### src/rtl/eeprom_boot_loader.sv
// Copies a checksummed config image from EEPROM into the config register file after reset,
// then shares the EEPROM byte reader with a host through a single-request req/ack handshake.
module eeprom_boot_loader #(
  parameter logic [10:0] BASE_ADDR = 11'h000,
  parameter logic [7:0]  MAGIC     = 8'hA5,
  parameter int          MAX_LEN   = 64,
  parameter int          TIMEOUT   = 1 << 20
) (
  input  logic        clk,
  input  logic        rst_n,
  output logic [10:0] ee_addr,
  output logic        ee_read,
  input  logic [7:0]  ee_data,
  input  logic        ee_data_ready,
  output logic        cfg_we,
  output logic [7:0]  cfg_waddr,
  output logic [7:0]  cfg_wdata,
  output logic        boot_done,
  output logic        boot_ok,
  output logic [1:0]  boot_err,
  input  logic        host_req,
  input  logic [10:0] host_addr,
  output logic        host_ack,
  output logic [7:0]  host_data
);

  localparam int TW = $clog2(TIMEOUT + 1);

  typedef enum logic [2:0] {
    START, ISSUE, WAIT, CHECK, PASS, FAIL, HOST_IDLE, HOST_WAIT
  } state_t;

  state_t        state_q, state_d;
  logic [8:0]    idx_q, idx_d;
  logic [7:0]    len_q, len_d;
  logic [7:0]    sum_q, sum_d;
  logic [7:0]    byte_q, byte_d;
  logic [TW-1:0] tmo_q, tmo_d;

  logic [10:0]   ee_addr_q, ee_addr_d;
  logic          ee_read_q, ee_read_d;
  logic          cfg_we_q, cfg_we_d;
  logic [7:0]    cfg_waddr_q, cfg_waddr_d;
  logic [7:0]    cfg_wdata_q, cfg_wdata_d;
  logic          boot_done_q, boot_done_d;
  logic          boot_ok_q, boot_ok_d;
  logic [1:0]    boot_err_q, boot_err_d;
  logic          host_ack_q, host_ack_d;
  logic [7:0]    host_data_q, host_data_d;

  logic          in_payload;
  logic [7:0]    sum_next;

  // len_q is only meaningful once idx has passed the length byte, which is the only time this is used
  assign in_payload = (idx_q >= 9'd2) && (idx_q < ({1'b0, len_q} + 9'd2));
  assign sum_next   = sum_q + byte_q;

  always_comb begin
    state_d     = state_q;
    idx_d       = idx_q;
    len_d       = len_q;
    sum_d       = sum_q;
    byte_d      = byte_q;
    tmo_d       = tmo_q;
    ee_addr_d   = ee_addr_q;
    ee_read_d   = 1'b0;
    cfg_we_d    = 1'b0;
    cfg_waddr_d = cfg_waddr_q;
    cfg_wdata_d = cfg_wdata_q;
    boot_done_d = boot_done_q;
    boot_ok_d   = boot_ok_q;
    boot_err_d  = boot_err_q;
    host_ack_d  = 1'b0;
    host_data_d = host_data_q;

    case (state_q)
      START: begin
        idx_d   = 9'd0;
        sum_d   = 8'd0;
        state_d = ISSUE;
      end
      ISSUE: begin
        ee_addr_d = BASE_ADDR + {2'b00, idx_q};
        ee_read_d = 1'b1;
        tmo_d     = TW'(TIMEOUT);
        state_d   = WAIT;
      end
      WAIT: begin
        if (ee_data_ready) begin
          byte_d  = ee_data;
          state_d = CHECK;
          // Payload write is issued straight from the reader pulse so it lands one cycle later
          if (in_payload) begin
            cfg_we_d    = 1'b1;
            cfg_waddr_d = 8'(idx_q - 9'd2);
            cfg_wdata_d = ee_data;
          end
        end else if (tmo_q == '0) begin
          boot_done_d = 1'b1;
          boot_ok_d   = 1'b0;
          boot_err_d  = 2'd3;
          state_d     = FAIL;
        end else begin
          tmo_d = tmo_q - TW'(1);
        end
      end
      CHECK: begin
        if (idx_q == 9'd0) begin
          if (byte_q != MAGIC) begin
            boot_done_d = 1'b1;
            boot_ok_d   = 1'b0;
            boot_err_d  = 2'd1;
            state_d     = FAIL;
          end else begin
            idx_d   = idx_q + 9'd1;
            state_d = ISSUE;
          end
        end else if (idx_q == 9'd1) begin
          len_d = byte_q;
          if ((byte_q == 8'd0) || (byte_q > 8'(MAX_LEN))) begin
            boot_done_d = 1'b1;
            boot_ok_d   = 1'b0;
            boot_err_d  = 2'd2;
            state_d     = FAIL;
          end else begin
            idx_d   = idx_q + 9'd1;
            state_d = ISSUE;
          end
        end else if (in_payload) begin
          sum_d   = sum_next;
          idx_d   = idx_q + 9'd1;
          state_d = ISSUE;
        end else begin
          boot_done_d = 1'b1;
          if (sum_next == 8'd0) begin
            boot_ok_d  = 1'b1;
            boot_err_d = 2'd0;
            state_d    = PASS;
          end else begin
            boot_ok_d  = 1'b0;
            boot_err_d = 2'd3;
            state_d    = FAIL;
          end
        end
      end
      PASS: begin
        boot_done_d = 1'b1;
        boot_ok_d   = 1'b1;
        state_d     = HOST_IDLE;
      end
      FAIL: begin
        boot_done_d = 1'b1;
        boot_ok_d   = 1'b0;
        state_d     = HOST_IDLE;
      end
      HOST_IDLE: begin
        // The host still holds req during its ack cycle; accepting it then would issue a duplicate read
        if (host_req && !host_ack_q) begin
          ee_addr_d = host_addr;
          ee_read_d = 1'b1;
          tmo_d     = TW'(TIMEOUT);
          state_d   = HOST_WAIT;
        end
      end
      HOST_WAIT: begin
        if (ee_data_ready) begin
          host_data_d = ee_data;
          host_ack_d  = 1'b1;
          state_d     = HOST_IDLE;
        end else if (tmo_q == '0) begin
          host_data_d = 8'hFF;
          host_ack_d  = 1'b1;
          state_d     = HOST_IDLE;
        end else begin
          tmo_d = tmo_q - TW'(1);
        end
      end
      default: state_d = START;
    endcase
  end

  always_ff @(posedge clk) begin
    if (!rst_n) begin
      state_q     <= START;
      idx_q       <= 9'd0;
      len_q       <= 8'd0;
      sum_q       <= 8'd0;
      byte_q      <= 8'd0;
      tmo_q       <= '0;
      ee_addr_q   <= BASE_ADDR;
      ee_read_q   <= 1'b0;
      cfg_we_q    <= 1'b0;
      cfg_waddr_q <= 8'd0;
      cfg_wdata_q <= 8'd0;
      boot_done_q <= 1'b0;
      boot_ok_q   <= 1'b0;
      boot_err_q  <= 2'd0;
      host_ack_q  <= 1'b0;
      host_data_q <= 8'd0;
    end else begin
      state_q     <= state_d;
      idx_q       <= idx_d;
      len_q       <= len_d;
      sum_q       <= sum_d;
      byte_q      <= byte_d;
      tmo_q       <= tmo_d;
      ee_addr_q   <= ee_addr_d;
      ee_read_q   <= ee_read_d;
      cfg_we_q    <= cfg_we_d;
      cfg_waddr_q <= cfg_waddr_d;
      cfg_wdata_q <= cfg_wdata_d;
      boot_done_q <= boot_done_d;
      boot_ok_q   <= boot_ok_d;
      boot_err_q  <= boot_err_d;
      host_ack_q  <= host_ack_d;
      host_data_q <= host_data_d;
    end
  end

  assign ee_addr   = ee_addr_q;
  assign ee_read   = ee_read_q;
  assign cfg_we    = cfg_we_q;
  assign cfg_waddr = cfg_waddr_q;
  assign cfg_wdata = cfg_wdata_q;
  assign boot_done = boot_done_q;
  assign boot_ok   = boot_ok_q;
  assign boot_err  = boot_err_q;
  assign host_ack  = host_ack_q;
  assign host_data = host_data_q;

endmodule
### config.mk
export PLATFORM = sky130hd
export DESIGN_NAME = eeprom_boot_loader
export DESIGN_NICKNAME = d
export VERILOG_FILES = /design/src/rtl/eeprom_boot_loader.sv
export SDC_FILE = /design/constraint.sdc
export NUM_CORES = 1
export LEC_CHECK = 0
export BUFFER_PORTS_ARGS = -buffer_cell sky130_fd_sc_hd__buf_2
export CORE_UTILIZATION = 58
export DETAILED_ROUTE_END_ITERATION = 8
export HOLD_SLACK_MARGIN = 0.06
export PLACE_DENSITY_LB_ADDON = 0.25
export SYNTH_ARGS = -nofsm -noshare
export SYNTH_HDL_FRONTEND = slang
export SYNTH_SLANG_ARGS = --single-unit
### constraint.sdc
create_clock -name clk -period 4.23 [get_ports clk]
set_clock_uncertainty 0.1 [all_clocks]
set_input_delay 0.423 -clock clk [delete_from_list [all_inputs] [get_ports clk]]
set_output_delay 0.423 -clock clk [all_outputs]
set_load 0.005 [all_outputs]
# Word-level counts from Yosys, hierarchy flattened
# Index checks and enable logic that the tools add are counted.
# Widths: inputs -> output; s select.
dict set report op_classes {
  n_mux 61
  n_eq_ne 25
  n_addsub 5
  order_cmp 3
  n_reduce_logical 32
  n_bitwise 1
}
# cell n
set op_table {}
lappend op_table {{$mux 21} 3}
lappend op_table {{$pmux 21 s3} 1}
lappend op_table {{$mux 9} 5}
lappend op_table {{$mux 8} 5}
lappend op_table {{$mux 3} 10}
lappend op_table {{$pmux 11 s2} 1}
lappend op_table {{$logic_not 21->1} 1}
lappend op_table {{$pmux 3 s7} 1}
lappend op_table {{$sub 21x1->21 const B} 1}
lappend op_table {{$mux 1} 20}
lappend op_table {{$pmux 9 s2} 1}
lappend op_table {{$reduce_and 6->1} 3}
lappend op_table {{$logic_not 8->1} 2}
lappend op_table {{$mux 2} 8}
lappend op_table {{$ne 2x2->1 const B} 8}
lappend op_table {{$ne 4x4->1 const B} 4}
lappend op_table {{$pmux 8 s2} 1}
lappend op_table {{$eq 3x3->1 const B} 4}
lappend op_table {{$ne 3x3->1 const B} 4}
lappend op_table {{$reduce_and 3->1} 4}
lappend op_table {{$reduce_and 4->1} 3}
lappend op_table {{$mux 11} 1}
lappend op_table {{$add 8x2->9 const B} 1}
lappend op_table {{$add 9x1->9 const B} 1}
lappend op_table {{other kinds (24)} 34}
dict set report totals {
  input_bits 23
  output_inout_bits 42
  regBits 99
  wordCells 143
}

# Logic depth before layout (Yosys ltp)
# Gate-level depths: netlist of the first run.
dict set report depth {
  word_depth 7
  mapped_depth 13
  depth_no_buf 12
}

# Worst setup path before layout of the first run
# Ideal clock, no wire load.
dict set report synth_timing {
  path_type {register to register}
  start {register len_q[1]}
  end {register idx_q[6]}
  path_slack_ns 1.097
  path_stages_with_launch 13
  period_less_slack_ns 3.133
  t_required_ns 4.060
  path_buffers 0
  setup_ns 0.070
  arrival_time_ns 2.962
  path_cell_list {dfxtp_1 -> ha_1 -> nand2_1 -> or2_2 -> xor2_1 -> ha_1 -> and4_4 -> a21oi_1 -> o311ai_2 -> a41oi_4 -> o2111ai_4 -> or4_1 -> a21oi_1}
}
dict set report synth_via {
  elab_chain_len 5
}
# element line
set synth_rtl {}
lappend synth_rtl {{start: declaration} 35} ;# logic [7:0] len_q, len_d;
lappend synth_rtl {{start signal: assignment} 203} ;# len_q <= len_d;
lappend synth_rtl {{$add 8x2->9} 55} ;# assign in_payload = (idx_q >= 9'd2) && (idx_q < ({1'b0, len_q} + 9'd2));
lappend synth_rtl {{$lt 9x9->1} 55}
lappend synth_rtl {{$logic_and 1x1->1} 55}
lappend synth_rtl {{$ne 4x4->1 (no source line)} n/a}
lappend synth_rtl {{$reduce_and 4->1 (no source line)} n/a}
lappend synth_rtl {{end signal: assignment} 202} ;# idx_q <= idx_d;
lappend synth_rtl {{end: declaration} 34} ;# logic [8:0] idx_q, idx_d;
# Every way passes these cells.
# A chain may end at the register's enable or synchronous reset.

# Worst setup path after layout of the first run
dict set report layout_timing {
  start {register len_q[1]}
  end {register sum_q[7]}
}
dict set report layout_via {
  elab_chain_len 5
}
# element line
set layout_rtl {}
lappend layout_rtl {{$add 8x2->9} 55}
lappend layout_rtl {{$lt 9x9->1} 55}
lappend layout_rtl {{$logic_and 1x1->1} 55}
lappend layout_rtl {{$ne 2x2->1 (no source line)} n/a}
lappend layout_rtl {{$reduce_and 4->1 (no source line)} n/a}
lappend layout_rtl {{end signal: assignment} 204} ;# sum_q <= sum_d;
lappend layout_rtl {{end: declaration} 36} ;# logic [7:0] sum_q, sum_d;
# Every way passes these cells.

==> results.cfg, run 1 <==
[run_status]
outcome = finished clean

[sta]
setup_tns_ns = 0
fin_crit_sh_pct = 82.99
slew_headroom_pct = 27.41
fin_crit_ns = 3.510
maxSlewViolCount = 0
fmax_mhz = 284.9
tightest_slew_ns = 1.087
setup_viol = 0
rsz0062_at_grt = false
hold_violations = 0

[global_route]
grt_antenna_before_repair = 0
use_met1_pct = 35.85
grt_pass1_wl_microns = 19620
met3_usage_pct = 4.502
busiest_layer = met2
grt_use_met2_pct = 44.74
grt_max_degree = 65
gr-total-overflow = 0
track_usage_pct = 27.36
grt_pass1_vias = 4137

[logic_synthesis]
syn_inst = 598
syn_nets = 648
ys_warn_count = 0
synthXorXnorAreaFrac_pct = 5.630
synth_edf_count = 0
synth.top_cell.area_share_pct = 38.61
synth.area.mux_share_pct = 3.120
yosysUniqueCellTypes = 71
synth_most_common_cell = dfxtp_1
synth_top_family_by_area = simple AND/OR/NAND/NOR gates
synth_compound_area_share_pct = 17.99
ys_ff_latch = 99
synth-simple-area-share_pct = 24.37
netlist_top_cells_area = dfxtp_1, ha_1, a21oi_1, nand2_1, nor2_1
async_reset_ff_share_pct = 0
synth_fa_ha_area_share_pct = 6.727
synth.top_cells.by_count = dfxtp_1, nand2_1, nor2_1, a21oi_1, ha_1
yosysTopAreaCell = dfxtp_1
seq_area_frac_synth_pct = 38.61
synth.cell_area_sq_mm = 0.005134
ys.flop_type = dfxtp_1
avgSynthCellArea_sq_um = 8.585

[layout]
instances_no_fill = 762
synthToLayoutAreaGrowth_pct = 10.72
fin_area_sq_mm = 0.005684
layout-drive-gt1-share_pct = 17.96
layout.nets = 702
antenna_cells = 0

[drt]
ant_nets = 0
drt_first_iter_violations = 302
first_pass_iters = 5
drc_errors = 0
viasPerCell = 5.970
vias = 4549
drt-total-wl_microns = 12130
wire_per_inst_microns = 15.92

[worst_setup_path]
worstPathArrival_ns = 3.70
reg2regPathDepth = 12
path_cells = ha_1 -> nand2_1 -> or2_2 -> xor2_1 -> ha_1 -> and4_4 -> a21oi_1 -> o311ai_2 -> a41oi_4 -> a21oi_1 -> or3_1 -> a21oi_1
cp-end-kind = flip-flop
worstPathRequired_ns = 4.42
crit_path_frequent_cell = a21oi_1
critical-path-top-delay-family = compound AO/OA/AOI/OAI gates
crit_slowest_cell = or3_1
reg2reg_to = sum_q[7]
start_kind = flip-flop
crit_type = flip-flop to flip-flop
r2r_start = len_q[1]
cp_slowest_stage_delay_ns = 0.45
crit_fanout = 16
path_buf_inv = 0
r2r_setup_slack_ns = 0.72

[worst_hold_path]
hold_path_end = byte_q[2]
hold_start = ee_data[2]
hold_depth = 3
hp-class = input pin to flip-flop

[floorplanning]
dieHeight_microns = 96.08
coreArea_sq_mm = 0.008382
io_pins = 65
placementRows = 33
die_area_sq_mm = 0.009231
die_w_microns = 96.08
initial_core_util_pct = 61.25

[clocking]
max-clock-path-buffers = 2
cts_sinks = 99
cts_hold_buf = 0
clk_pin_slew_ns = 0.10
h-tree-depth = 3
cts_buffers = 9
cts_root_buf = clkbuf_8
cts_resized = 0
post-cts-setup-buffer-count = 0
cts_tree = built
insertion_delay_ns = 0.36

[place]
dpl-instance-area_sq_mm = 0.005508
dp.cells = 746
dpl.hpwl_microns = 8646
gp_congestion = 0.8668
io_buffers = 64

[pwr]
ir_drop_mv = 0.6250
p_per_area_mw_per_mm2 = 566.4
p_leak_nw = 2.406
report.power.total_w = 0.003220

[flow_run]
drv_cap = 0
==> per-stage QoR <==
stage,util [%],worst slack (ns),hold WS [ns]
after floorplan,-,1.097,0.3362
after global placement,65.71,0.8908,0.3332
after detailed placement,65.71,0.7445,0.3394
after CTS,67.82,0.7236,0.2083
after global routing,67.82,0.4778,0.2111
final,67.82,0.7196,0.2202
==> routing by layer <==
metal  share of wire [%]  up-vias
li1                    -     2249
met1                  45     2132
met2                  48      141
met3                 4.6       27
met4                 2.3        0
met5                   0        -
==> tightest hold or removal path, cell delays in order <==
cell,delay (ns)
buf_2,0.12
nand2_1,0.05
a21oi_1,0.05
==> how the worst max path moves through the flow <==
stage,start,slack [ns],depth (start not counted),to
final,len_q[1],0.72,12,sum_q[7]
after global routing,len_q[1],0.48,12,sum_q[5]
after CTS,len_q[1],0.72,12,sum_q[7]
after detailed placement,len_q[1],0.74,12,sum_q[5]
after global placement,len_q[1],0.89,12,sum_q[7]
after floorplan,len_q[1],1.10,12,idx_q[6]
==> power breakdown <==
group	internal [W]	total [W]	switching [W]
logic	0.000545	0.00136	0.000819
registers	0.00111	0.00129	0.000185
clock network	0.000221	0.000565	0.000344
==> kinds of logic (layout without fill, tap and decap cells) <==
kind of cell / count (synthesis) / count (layout)
buffers and inverters: 44 / 103
XOR/XNOR: 33 / 33
adder cells (fa/ha/maj): 27 / 27
AND/OR/NAND/NOR: 245 / 245
flip-flops: 99 / 99
multiplexers: 16 / 16
AO/OA/AOI/OAI: 134 / 134
==> registers in the layout, summed over array words and instances, names as in the netlist <==
signal / flops
ee_addr: 11
sum_q: 8
byte_q: 8
boot_done: 1
cfg_waddr: 8
tmo_q: 21
state_q: 3
cfg_wdata: 8
boot_err: 2
host_ack: 1
ee_read: 1
cfg_we: 1
boot_ok: 1
host_data: 8
len_q: 8
idx_q: 9
==> cells in the final DEF (no fill, tap or decap), types with 4 or more instances in the layout <==
cell type,Yosys,routed
buf_4,0,5
xnor2_1,12,12
nand3b_1,4,4
or3_2,4,4
o21ai_1,4,4
and3_1,5,5
buf_2,8,64
o221a_2,8,8
and2_1,6,6
nand3_1,13,13
nor2_1,69,69
ha_1,26,26
xor2_1,21,21
inv_1,17,17
a21oi_1,54,54
nor3_1,8,8
nand4b_1,4,4
dfxtp_1,99,99
mux2i_1,16,16
nand2_1,71,71
nor4_1,10,10
o21ai_0,17,17
a211oi_1,18,18
clkbuf_8,0,9
nand2b_1,8,8
nand4_1,8,8
or3_1,10,10
==> final cells by class <==
cell class                      count  area, sq um
Clock buffer                       10        127.6
Sequential cell                    99         1982
Fill cell                         709         2698
Inverter                           18        67.56
Timing Repair Buffer               69        357.8
Tap cell                          105        131.4
Clock inverter                      6        48.80
Multi-Input combinational cell    455         2969
Power figures use the tool's default switching activity.
==> inputs of run 2 (changes only) <==
Settings changed: ABC_AREA set to 1, CORE_UTILIZATION 58 to 59.
Clock period 4.23 ns to 3.25 ns, I/O delays scaled along.
==> run 2 against run 1 <==
- non-clock buffer count is 1 lower
- first-iteration DRC count grew 9.3%
- core utilization fell by 1.0 points
- total power up 45%
- die area rose by 6.0%
- sequential power rose by 24%
- global-route usage up 2.0 points
- sequential share of layout area is 2.4 points lower
- critical endpoint is now sum_q[2]
- worst hold slack lost 0.12 ns
- combinational power is 60% higher
- area after synthesis is 8.0% higher
- clock power increased by 57%
==> results.cfg, run 2 <==
[run_status]
outcome = finished clean

[worst_setup_path]
path_cells = inv_1 -> nor3_1 -> nand3_1 -> nor2_1 -> nand2_1 -> ha_1 -> a21oi_1 -> nand3_1 -> nor2_1 -> nand3_1 -> nand2_1 -> inv_1 -> a21oi_1 -> nor2_1
crit_fanout = 11
worstPathArrival_ns = 3.02
critical-path-top-delay-family = simple AND/OR/NAND/NOR gates
crit_type = flip-flop to flip-flop
crit_slowest_cell = dfxtp_1
start_kind = flip-flop
worstPathRequired_ns = 3.42
path_buf_inv = 2
cp_slowest_stage_delay_ns = 0.40
cp-end-kind = flip-flop

[logic_synthesis]
synth_most_common_cell = nand2_1
ys_ff_latch = 99
synth.cell_area_sq_mm = 0.005543
syn_inst = 808
synth.top_cells.by_count = nand2_1, nor2_1, dfxtp_1, inv_1, a21oi_1
ys_warn_count = 0
async_reset_ff_share_pct = 0
netlist_top_cells_area = dfxtp_1, nand2_1, nor2_1, a21oi_1, ha_1
syn_nets = 858
yosysUniqueCellTypes = 38
synth_edf_count = 0
synth.top_cell.area_share_pct = 35.76
ys.flop_type = dfxtp_1
seq_area_frac_synth_pct = 35.76
yosysTopAreaCell = dfxtp_1
avgSynthCellArea_sq_um = 6.860

[global_route]
gr-total-overflow = 0
grt_antenna_before_repair = 0
grt_max_degree = 56
grt_pass1_vias = 5136
grt_pass1_wl_microns = 23180
track_usage_pct = 29.39

[pwr]
p_per_area_mw_per_mm2 = 762.8
p_int_w = 0.002586
p_clk_share_pct = 19.0
combPwrFrac_pct = 46.8
p_sw_share_pct = 44.55
ir_drop_mv = 0.3813
seq_power_share_pct = 34.3
p_leak_nw = 2.872
p_sw_w = 0.002077

[drt]
vias = 5476
drt-total-wl_microns = 13680
viasPerCell = 5.605
wire_per_inst_microns = 14.00
drc_errors = 0
ant_nets = 0
first_pass_iters = 5
drt_first_iter_violations = 330

[layout]
instances_no_fill = 977
largest_register_ffs = 21
layout_common_cells = nand2_1, nor2_1, dfxtp_1
nFillCells = 787
layout-drive-gt1-share_pct = 13.39
top_register = tmo_q
antenna_cells = 0
final_common_cell = nand2_1
layout.nets = 911
synthToLayoutAreaGrowth_pct = 10.29

[floorplanning]
die_w_microns = 98.93
dieHeight_microns = 98.93
placementRows = 35
coreArea_sq_mm = 0.009153
die_area_sq_mm = 0.009786
io_pins = 65
initial_core_util_pct = 60.56

[sta]
fin_crit_ns = 2.849
hold_violations = 0
slew_headroom_pct = 58.91
fmax_mhz = 351.0
setup_viol = 0
whs_ns = 0.1039
rsz0062_at_grt = false
maxSlewViolCount = 0
setup_tns_ns = 0
tightest_slew_ns = 0.6144
fin_crit_sh_pct = 87.67

[clocking]
insertion_delay_ns = 0.37
max-clock-path-buffers = 2
cts_sinks = 99
cts_resized = 0
cts_root_buf = clkbuf_8
post-cts-setup-buffer-count = 0
cts_hold_buf = 0
cts_tree = built
h-tree-depth = 3
cts_buffers = 9
clk_pin_slew_ns = 0.10

[place]
dp.cells = 961
dpl.hpwl_microns = 10290
io_buffers = 64
gp_congestion = 0.9080

[worst_hold_path]
hp-class = input pin to flip-flop

[flow_run]
drv_cap = 0
[run 2: cell types whose count changed after synthesis, sizes merged, moves of 9 or more]
cell    before  now
or3         14    0
nand2       72  175
inv         18   92
nor4        11    1
nand3       14   59
and2         9    0
nor2        69  114
mux2i       16    0
a21oi       54   73
a211oi      19    9
nand2b       9    0
o21ai       21   61
[run 2: path summary, 6_finish.rpt]
| kind | start | endpoint | slack, ns | depth (start not counted) |
|---|---|---|---|---|
| min | host_addr[9] | ee_addr[9] | 0.10 | 3 |
| max | len_q[1] | sum_q[2] | 0.40 | 14 |
| min reg2reg | boot_done | boot_done | 0.37 | 2 |
| max reg2reg | len_q[1] | sum_q[2] | 0.40 | 14 |
[run 2: logic make-up after synthesis]
kind of cell	Yosys count	share of synthesized area, %
AO/OA/AOI/OAI	158	15.28
XOR/XNOR	21	3.318
adder cells (fa/ha/maj)	27	6.230
buffers and inverters	121	8.962
flip-flops	99	35.76
AND/OR/NAND/NOR	382	30.45
[run 2: routing by layer]
metal	vias to the layer above	GRT usage (%)	wire length (microns)
li1	2752	-	-
met1	2517	35.68	5973
met2	173	51.21	6595
met3	34	5.674	772
met4	0	11.60	339
met5	-	0	0
[run 2: through the flow]
stage	power [W]	setup WS (ns)	area, sq um	util [%]
2_1_floorplan	0.003327	0.7680	5543	-
3_3_place_gp	0.003688	0.6003	5892	64.37
3_5_place_dp	0.003763	0.4538	5892	64.37
4_1_cts	0.004660	0.4052	6113	66.79
5_1_grt	0.005047	0.04539	6113	66.79
6_report	0.004663	0.4008	6113	66.79
[run 2: worst min-delay path, delay by kind of cell]
kind | cells | cell delay, ns
AO/OA/AOI/OAI | 1 | 0.06
buffers and inverters | 1 | 0.10
AND/OR/NAND/NOR | 1 | 0.04
[run 2: power groups by stage]
stage	Combinational (W)	Clock (W)	Sequential [W]
after floorplan	0.00176	0	0.00157
after global placement	0.00208	0	0.00161
after detailed placement	0.00215	0	0.00162
after CTS	0.00216	0.000906	0.00159
after global routing	0.00248	0.000945	0.00162
final	0.00218	0.000885	0.00160
[run 2: cell type report]
cell class	count	area [sq um]	area share [%]
multi-input combinational	588	3064	50.12
sequential	99	1982	32.42
inverter	95	356.6	5.833
timing repair buffer	68	350.3	5.731
tap	111	138.9	2.272
clock buffer	10	127.6	2.088
clock inverter	6	93.84	1.535
==> inputs of run 3 (changes only) <==
Settings changed: PLACE_DENSITY set to 0.81, PLACE_DENSITY_LB_ADDON 0.25 to not set.
==> run 3 against run 2 <==
- sequential power about the same
- count of clock-buffer cells in the layout decreased by 1
- non-clock buffer count unchanged
- largest power group unchanged
- die area unchanged
- largest cell class unchanged
- combinational power about the same
- worst setup slack got worse by 0.071 ns
- register-to-register slack got worse by 0.07 ns
- maximum frequency decreased by 2.4%
- core utilization decreased by 0.41 points
- first-iteration DRC count decreased by 9.4%
==> results.cfg, run 3 (synthesis gave the netlist of run 2 again) <==
[worst_hold_path]
hold_depth = 3
hp-class = input pin to flip-flop
hold_path_end = ee_addr[9]
hold_start = host_addr[9]

[global_route]
grt_pass1_wl_microns = 23200
track_usage_pct = 29.28
gr-total-overflow = 0
grt_max_degree = 57
grt_antenna_before_repair = 0
grt_pass1_vias = 5098

[sta]
maxSlewViolCount = 0
fin_ws_ns = 0.3297
slew_headroom_pct = 56.87
fin_crit_sh_pct = 89.86
fin_crit_ns = 2.920
setup_tns_ns = 0
hold_violations = 0
fmax_mhz = 342.4
tightest_slew_ns = 0.6446
setup_viol = 0
rsz0062_at_grt = false

[clocking]
h-tree-depth = 3
cts_tree = built
insertion_delay_ns = 0.37
cts_resized = 0
cts_sinks = 99
cts_buffers = 9
cts_hold_buf = 0
post-cts-setup-buffer-count = 0
max-clock-path-buffers = 2
clk_pin_slew_ns = 0.11
cts_root_buf = clkbuf_8

[drt]
first_pass_iters = 5
viasPerCell = 5.558
drt-total-wl_microns = 13610
drc_errors = 0
vias = 5430
ant_nets = 0
wire_per_inst_microns = 13.93
drt_first_iter_violations = 299

[floorplanning]
coreArea_sq_mm = 0.009153
dieHeight_microns = 98.93
die_w_microns = 98.93
initial_core_util_pct = 60.56
io_pins = 65
placementRows = 35
die_area_sq_mm = 0.009786

[layout]
fin_area_sq_mm = 0.006076
nFillCells = 809
final_common_cell = nand2_1
layout-drive-gt1-share_pct = 13.51
synthToLayoutAreaGrowth_pct = 9.616
layout_common_cells = nand2_1, nor2_1, dfxtp_1
top_register = tmo_q
antenna_cells = 0
largest_register_ffs = 21
layout.nets = 911

[worst_setup_path]
r2r_start = len_q[1]
reg2regPathDepth = 13
worstPathRequired_ns = 3.45
cp-end-kind = flip-flop
crit_type = flip-flop to flip-flop
reg2reg_to = cfg_wdata[4]
r2r_setup_slack_ns = 0.33
start_kind = flip-flop
worstPathArrival_ns = 3.12
crit_fanout = 16

[place]
place_ws_ns = 0.3657
io_buffers = 64
gp_congestion = 0.9404
dpl-instance-area_sq_mm = 0.005892
dpl.hpwl_microns = 10210

[flow_run]
drv_cap = 0

[pwr]
p_leak_nw = 2.853
ir_drop_mv = 0.3936
p_per_area_mw_per_mm2 = 750.3

[run_status]
outcome = finished clean
## run 3: worst max-delay path, cell delays in order, from the launching register on
cell     delay, ns
dfxtp_1       0.39
inv_1         0.05
nor3_1        0.28
nand3_1       0.16
nor2_1        0.12
nand2_1       0.06
ha_1          0.32
a21oi_1       0.16
nand3_1       0.09
nor2_1        0.17
nand2_2       0.12
nor2_4        0.32
nand2_1       0.28
o21ai_0       0.21
## run 3: through the flow
stage	power [W]	hold WS (ns)	instances	utilization, %
after global routing	0.004964	0.1139	977	66.38
after global placement	0.003702	0.3353	961	64.37
final	0.004559	0.1010	977	66.38
after detailed placement	0.003765	0.3418	961	64.37
after CTS	0.004540	0.09508	977	66.38
after floorplan	0.003327	0.3466	808	-
## run 3: power breakdown
part           switching (W)  internal, W
logic                0.00146     0.000739
clock network       0.000479     0.000292
registers           0.000176      0.00141
total                0.00211      0.00244
## run 3: cell type report
type | count | area (sq um) | area share (%)
Clock buffer | 9 | 123.9 | 2.039
Clock inverter | 7 | 60.06 | 0.9885
Inverter | 95 | 356.6 | 5.869
Multi-Input combinational cell | 588 | 3064 | 50.43
Sequential cell | 99 | 1982 | 32.62
Tap cell | 111 | 138.9 | 2.286
Timing Repair Buffer | 68 | 350.3 | 5.766
## run 3: worst max path at each step
stage	start	end	slack, ns	cells past startpoint
floorplan	len_q[1]	idx_q[1]	0.77	15
global placement	len_q[1]	cfg_wdata[5]	0.49	13
detailed placement	len_q[1]	cfg_wdata[3]	0.37	13
CTS	len_q[1]	cfg_wdata[3]	0.32	13
global route	len_q[1]	cfg_wdata[4]	0.06	13
finish	len_q[1]	cfg_wdata[4]	0.33	13
## run 3: metal layers
layer / track usage, % / wire length (microns) / vias to the layer above / share of wire, %
li1: - / - / 2754 / -
met1: 37.94 / 6176 / 2461 / 45
met2: 49.06 / 6393 / 195 / 47
met3: 5.248 / 792 / 20 / 5.8
met4: 10.22 / 250 / 0 / 1.8
met5: 0 / 0 / - / 0
